### src/rtl/mux_channel_scanner.sv
// mux_channel_scanner
//   Upstream sequencer for a 4:1 data selector. Steps o_Sel through the
//   channels, holding each one for DWELL cycles. It samples the selector
//   output at dwell index SETTLE into one capture register per channel.
//   o_Valid pulses for one cycle when a full frame has been captured.
//   Runs either single-shot or back-to-back (i_Continuous).
//
//   Optional feature macro: MUX_SCAN_MASK_EN
//     Adds i_Mask[3:0], where 1 means the channel is enabled. Disabled
//     channels are skipped entirely.
//
// Ports
//   i_Clk         rising-edge clock
//   i_Reset       synchronous, active-high reset
//   i_Start       start request (ignored while scanning)
//   i_Continuous  1 = restart frames back to back, sampled at frame end
//   i_Mask        channel enable mask (MUX_SCAN_MASK_EN only)
//   i_Dato        selector output
//   o_Sel         select driven to the selector
//   o_Dato_0..3   captured value per channel
//   o_Valid       1-cycle pulse, frame complete
//   o_Busy        scan in progress
//
// state | meaning
// IDLE  | waiting for i_Start, o_Sel parked at 0
// SCAN  | dwelling on channel o_Sel, cnt = cycle index within dwell

module mux_channel_scanner #(
    parameter int DATA_W = 4,
    parameter int DWELL  = 5,
    parameter int SETTLE = 1
) (
    input  logic              i_Clk,
    input  logic              i_Reset,
    input  logic              i_Start,
    input  logic              i_Continuous,
`ifdef MUX_SCAN_MASK_EN
    input  logic [3:0]        i_Mask,
`endif
    input  logic [DATA_W-1:0] i_Dato,
    output logic [1:0]        o_Sel,
    output logic [DATA_W-1:0] o_Dato_0,
    output logic [DATA_W-1:0] o_Dato_1,
    output logic [DATA_W-1:0] o_Dato_2,
    output logic [DATA_W-1:0] o_Dato_3,
    output logic              o_Valid,
    output logic              o_Busy
);

    localparam int              CNT_W      = (DWELL > 1) ? $clog2(DWELL) : 1;
    localparam logic [CNT_W-1:0] CNT_LAST   = CNT_W'(DWELL - 1);
    localparam logic [CNT_W-1:0] CNT_SETTLE = CNT_W'(SETTLE);

    typedef enum logic {IDLE, SCAN} state_t;

    state_t             state_q, state_d;
    logic [1:0]         sel_q, sel_d;
    logic [CNT_W-1:0]   cnt_q, cnt_d;
    logic               valid_q, valid_d;
    logic [DATA_W-1:0]  dato_q [4];
    logic [DATA_W-1:0]  dato_d [4];

    // start_mask: mask that a new frame would use; scan_mask: mask of the
    // frame in progress. Without the mask feature both are all-ones.
    logic [3:0] start_mask;
    logic [3:0] scan_mask;

`ifdef MUX_SCAN_MASK_EN
    logic [3:0] mask_q, mask_d;
    assign start_mask = i_Mask;
    assign scan_mask  = mask_q;
`else
    assign start_mask = 4'hF;
    assign scan_mask  = 4'hF;
`endif

    function automatic logic [1:0] first_ch(input logic [3:0] m);
        first_ch = 2'd0;
        for (int i = 3; i >= 0; i--) begin
            if (m[i]) first_ch = 2'(i);
        end
    endfunction

    function automatic logic [1:0] last_ch(input logic [3:0] m);
        last_ch = 2'd0;
        for (int i = 0; i < 4; i++) begin
            if (m[i]) last_ch = 2'(i);
        end
    endfunction

    function automatic logic [1:0] next_ch(input logic [3:0] m, input logic [1:0] cur);
        logic found;
        found   = 1'b0;
        next_ch = cur;
        for (int i = 0; i < 4; i++) begin
            if (!found && (i > int'(cur)) && m[i]) begin
                next_ch = 2'(i);
                found   = 1'b1;
            end
        end
    endfunction

    always_comb begin
        state_d = state_q;
        sel_d   = sel_q;
        cnt_d   = cnt_q;
        valid_d = 1'b0;
        dato_d  = dato_q;
`ifdef MUX_SCAN_MASK_EN
        mask_d  = mask_q;
`endif
        case (state_q)
            IDLE: begin
                if (i_Start && (start_mask != 4'd0)) begin
                    state_d = SCAN;
                    sel_d   = first_ch(start_mask);
                    cnt_d   = '0;
`ifdef MUX_SCAN_MASK_EN
                    mask_d  = start_mask;
`endif
                end
            end
            SCAN: begin
                // Selector is combinational, so i_Dato already reflects sel_q.
                if (cnt_q == CNT_SETTLE) dato_d[sel_q] = i_Dato;
                if (cnt_q == CNT_LAST) begin
                    cnt_d = '0;
                    if (sel_q != last_ch(scan_mask)) begin
                        sel_d = next_ch(scan_mask, sel_q);
                    end else if (i_Continuous && (start_mask != 4'd0)) begin
                        valid_d = 1'b1;
                        sel_d   = first_ch(start_mask);
`ifdef MUX_SCAN_MASK_EN
                        mask_d  = start_mask;
`endif
                    end else if (i_Continuous) begin
                        // Restart with an empty mask: abandon quietly.
                        state_d = IDLE;
                        sel_d   = 2'd0;
                    end else begin
                        valid_d = 1'b1;
                        state_d = IDLE;
                        sel_d   = 2'd0;
                    end
                end else begin
                    cnt_d = cnt_q + 1'b1;
                end
            end
            default: state_d = IDLE;
        endcase
    end

    always_ff @(posedge i_Clk) begin
        if (i_Reset) begin
            state_q <= IDLE;
            sel_q   <= 2'd0;
            cnt_q   <= '0;
            valid_q <= 1'b0;
            dato_q  <= '{default: '0};
`ifdef MUX_SCAN_MASK_EN
            mask_q  <= 4'd0;
`endif
        end else begin
            state_q <= state_d;
            sel_q   <= sel_d;
            cnt_q   <= cnt_d;
            valid_q <= valid_d;
            dato_q  <= dato_d;
`ifdef MUX_SCAN_MASK_EN
            mask_q  <= mask_d;
`endif
        end
    end

    assign o_Sel    = sel_q;
    assign o_Valid  = valid_q;
    assign o_Busy   = (state_q == SCAN);
    assign o_Dato_0 = dato_q[0];
    assign o_Dato_1 = dato_q[1];
    assign o_Dato_2 = dato_q[2];
    assign o_Dato_3 = dato_q[3];

endmodule
### config.mk
export PLATFORM = sky130hd
export DESIGN_NAME = mux_channel_scanner
export DESIGN_NICKNAME = d
export VERILOG_FILES = /design/src/rtl/mux_channel_scanner.sv
export SDC_FILE = /design/constraint.sdc
export NUM_CORES = 1
export LEC_CHECK = 0
export CAP_MARGIN = 25
export CORE_ASPECT_RATIO = 1.1
export CORE_MARGIN = 2
export CORE_UTILIZATION = 54
export CTS_CLUSTER_SIZE = 10
export DETAILED_ROUTE_END_ITERATION = 8
export DONT_BUFFER_PORTS = 1
export PLACE_DENSITY = 0.84
export SYNTH_ARGS = -nofsm -noshare
export SYNTH_HDL_FRONTEND = slang
export SYNTH_SLANG_ARGS = --single-unit
### constraint.sdc
create_clock -name i_Clk -period 1.25 [get_ports i_Clk]
set_input_delay 0.375 -clock i_Clk [delete_from_list [all_inputs] [get_ports i_Clk]]
set_output_delay 0.375 -clock i_Clk [all_outputs]
set_load 0.01 [all_outputs]
==> flow_summary.json <==
{
  "status": "finished with violations",
  "violations": "negative setup slack",
  "synth_edf_count": 0,
  "final.min_clock_period_ps": 1300,
  "post-route-drc-count": 0,
  "coreArea_mm2": 0.00178,
  "drv_cap": 0,
  "cp-startpoint": "o_Sel[1]",
  "syn-cell-area_mm2": 0.00101,
  "vias": 746,
  "worstHoldStart": "i_Reset",
  "cts_buffers": 3,
  "area_growth_pct": 23.7,
  "ys_warn_count": 0,
  "regArea_um2": 473,
  "async_flop_share": 0,
  "fill_cells": 132,
  "synth_top_cell_area_share": 0.454,
  "critPathKind": "reg2out",
  "synth_fp_nets": 115,
  "hold_buffers": 0,
  "yosysTopAreaCell": "dfxtp_1",
  "io_buffers": 0,
  "grt.total_usage": 0.195,
  "post-route-util": 0.704,
  "pre_cts_slack_ps": -54.0,
  "ys_types": 19,
  "drtPass1Iterations": 4,
  "syn_avg_cell_area_um2": 10.4,
  "r2r_start": "o_Sel[1]",
  "grt_max_degree": 24,
  "dp_hpwl_um": 1410,
  "antennaDiodeCount": 0,
  "cp.required_ps": 880,
  "multi_input_area_um2": 599,
  "worstPathArrival_ps": 920,
  "htreeDepth": 1,
  "setup-violations-final": 1,
  "fin_setup_tns_ps": -45.8,
  "finalNonFillerCells": 129,
  "routed_wl_um": 2100,
  "p_leak_nw": 0.636,
  "start_util": 0.570,
  "timing.final.crit_share": 1.04,
  "cts_sinks": 23,
  "hold_class": "in2reg",
  "end_kind": "output port",
  "final_antenna_net_count": 0,
  "gr-total-overflow": 0,
  "hold_viol_final": 0,
  "pwr-share-comb": 0.081,
  "slew_headroom": 0.802,
  "drt-wirelength-per-cell_um": 16.2,
  "p_sw_frac": 0.234,
  "worst_skew_pair.late_latency_ps": 310,
  "worst_slew_pin_slew_ps": 297,
  "fin_ws_ps": -45.8,
  "yosys_most_used_dff": "dfxtp_1",
  "p_int_mw": 0.908,
  "via_per_inst": 5.78,
  "cts-root-buf": "clkbuf_4",
  "tritoncts": "yes",
  "crit_path_cell_trace": "buf_6, buf_6",
  "crit_fanout": 5,
  "drt-initial-drc-count": 12,
  "seq_area_frac_synth": 0.454,
  "clk_path_buf_depth": 2,
  "crit_slowest_cell": "dfxtp_4",
  "synth_area_leaders": "dfxtp_1 (45%), mux2i_1 (16%), ha_1 (11%)",
  "synth-seq-cells": 23,
  "max_freq_ghz": 0.772,
  "die_x_um": 45.3,
  "drive_gt1_frac": 0.306,
  "dp_cells": 121,
  "antenna_found_initial": 0,
  "power.switching_mw": 0.278,
  "routabilityCongestion": 0.825,
  "vdd_drop_max_uv": 720,
  "rsz0062_at_grt": "true",
  "rows": 16,
  "finalClockSkew_ps": 4.53,
  "synth_common_cells": "dfxtp_1 (23), nor2_1 (18), mux2i_1 (16)",
  "synth_cells": 98,
  "synth_most_common_cell": "dfxtp_1",
  "crit_top_cell": "buf_6",
  "nets": 129,
  "maxSlewViolCount": 0,
  "p_per_area_mw_per_mm2": 945,
  "die_area_mm2": 0.00224,
  "grt_pass1_wl_um": 3240,
  "fp.dieH_um": 49.5,
  "p_clk_frac": 0.288,
  "critPathLaunchType": "flip-flop",
  "grt_pass1_vias": 723,
  "p_seq_frac": 0.632,
  "clk_pin_slew_ps": 120,
  "slowest_delay_ps": 390,
  "ios": 28
}
==> logic make-up (layout without fill, tap and decap cells) <==
group | after synthesis | count (layout) | synth area share
adder cells (fa/ha/maj) | 9 | 9 | 0.111
multiplexers | 16 | 16 | 0.158
AO/OA/AOI/OAI | 6 | 6 | 0.0296
buffers and inverters | 7 | 20 | 0.0296
flip-flops | 23 | 23 | 0.454
AND/OR/NAND/NOR | 37 | 37 | 0.218
==> final cells by class <==
cell class,instances,share of cell area
Multi-Input combinational cell,68,0.478
Sequential cell,23,0.377
Timing Repair Buffer,12,0.0937
Clock buffer,3,0.0179
Tap cell,18,0.0179
Inverter,4,0.0120
Clock inverter,1,0.00399
==> sequential cells by signal, indices dropped and copies added (netlist names) <==
name      count
o_Busy        1
o_Dato_1      4
o_Valid       1
cnt_q         3
o_Dato_3      4
o_Dato_2      4
o_Sel         2
o_Dato_0      4
==> metal layers <==
layer	track usage	share of wire	vias to the layer above
li1	-	-	360
met1	0.251	0.42	362
met2	0.321	0.52	20
met3	0.0403	0.048	4
met4	0.0588	0.011	0
met5	0	0	-
==> per-stage QoR <==
stage / hold WS (ps) / instance area, um2 / total power, mW
2_1_floorplan: 437 / 1020 / 0.816
3_3_place_gp: 442 / 1080 / 0.823
3_5_place_dp: 442 / 1080 / 0.825
4_1_cts: 102 / 1180 / 1.16
5_1_grt: 98.9 / 1250 / 1.22
6_report: 101 / 1250 / 1.19
==> timing repair <==
item                                    in CTS  in global routing
endpoints found under the setup margin      20                 22
pin swaps                                    0                  4
hold endpoints to repair                     0                  0
gates resized for setup                     14                 11
setup buffers                                1                  3
==> final timing paths <==
| path | slack [ps] | depth (start not counted) | endpoint |
|---|---|---|---|
| max | -50 | 2 | o_Sel[1] |
| min | 100 | 1 | o_Sel[0] |
| max reg2reg | 30 | 5 | o_Dato_0[2] |
| min reg2reg | 560 | 2 | o_Sel[0] |
==> critical path, delay by kind of cell, from the launching register on <==
kind | cells | cell delay, ps
buffers and inverters | 2 | 230
DFF | 1 | 390
==> layout by cell type, fill, tap and decap left out <==
master,Yosys,layout
o21ai_0,1,1
nand2_1,2,2
dfxtp_2,0,1
nand3b_1,1,1
nor2_1,18,18
nand4b_4,0,4
nor3_1,1,1
buf_6,0,4
nand4_1,1,1
nand2b_1,1,1
dfxtp_1,23,19
clkinv_2,0,1
nor3b_1,4,3
nand3_2,1,1
ha_2,0,4
buf_4,1,7
inv_2,0,2
nor3b_2,0,1
dfxtp_4,0,3
ha_4,0,2
a21oi_1,5,5
clkbuf_4,0,3
mux2i_1,16,16
buf_12,0,1
nand3_1,3,3
or3_1,1,1
ha_1,9,3
inv_1,4,2
==> power by group through the flow <==
stage	clock network [mW]	logic [mW]	registers [mW]
3_3_place_gp	0	0.0530	0.770
2_1_floorplan	0	0.0481	0.768
5_1_grt	0.370	0.103	0.751
4_1_cts	0.347	0.0625	0.753
3_5_place_dp	0	0.0550	0.770
6_report	0.341	0.0955	0.749
Note: power is estimated with default switching activity, not from simulation.
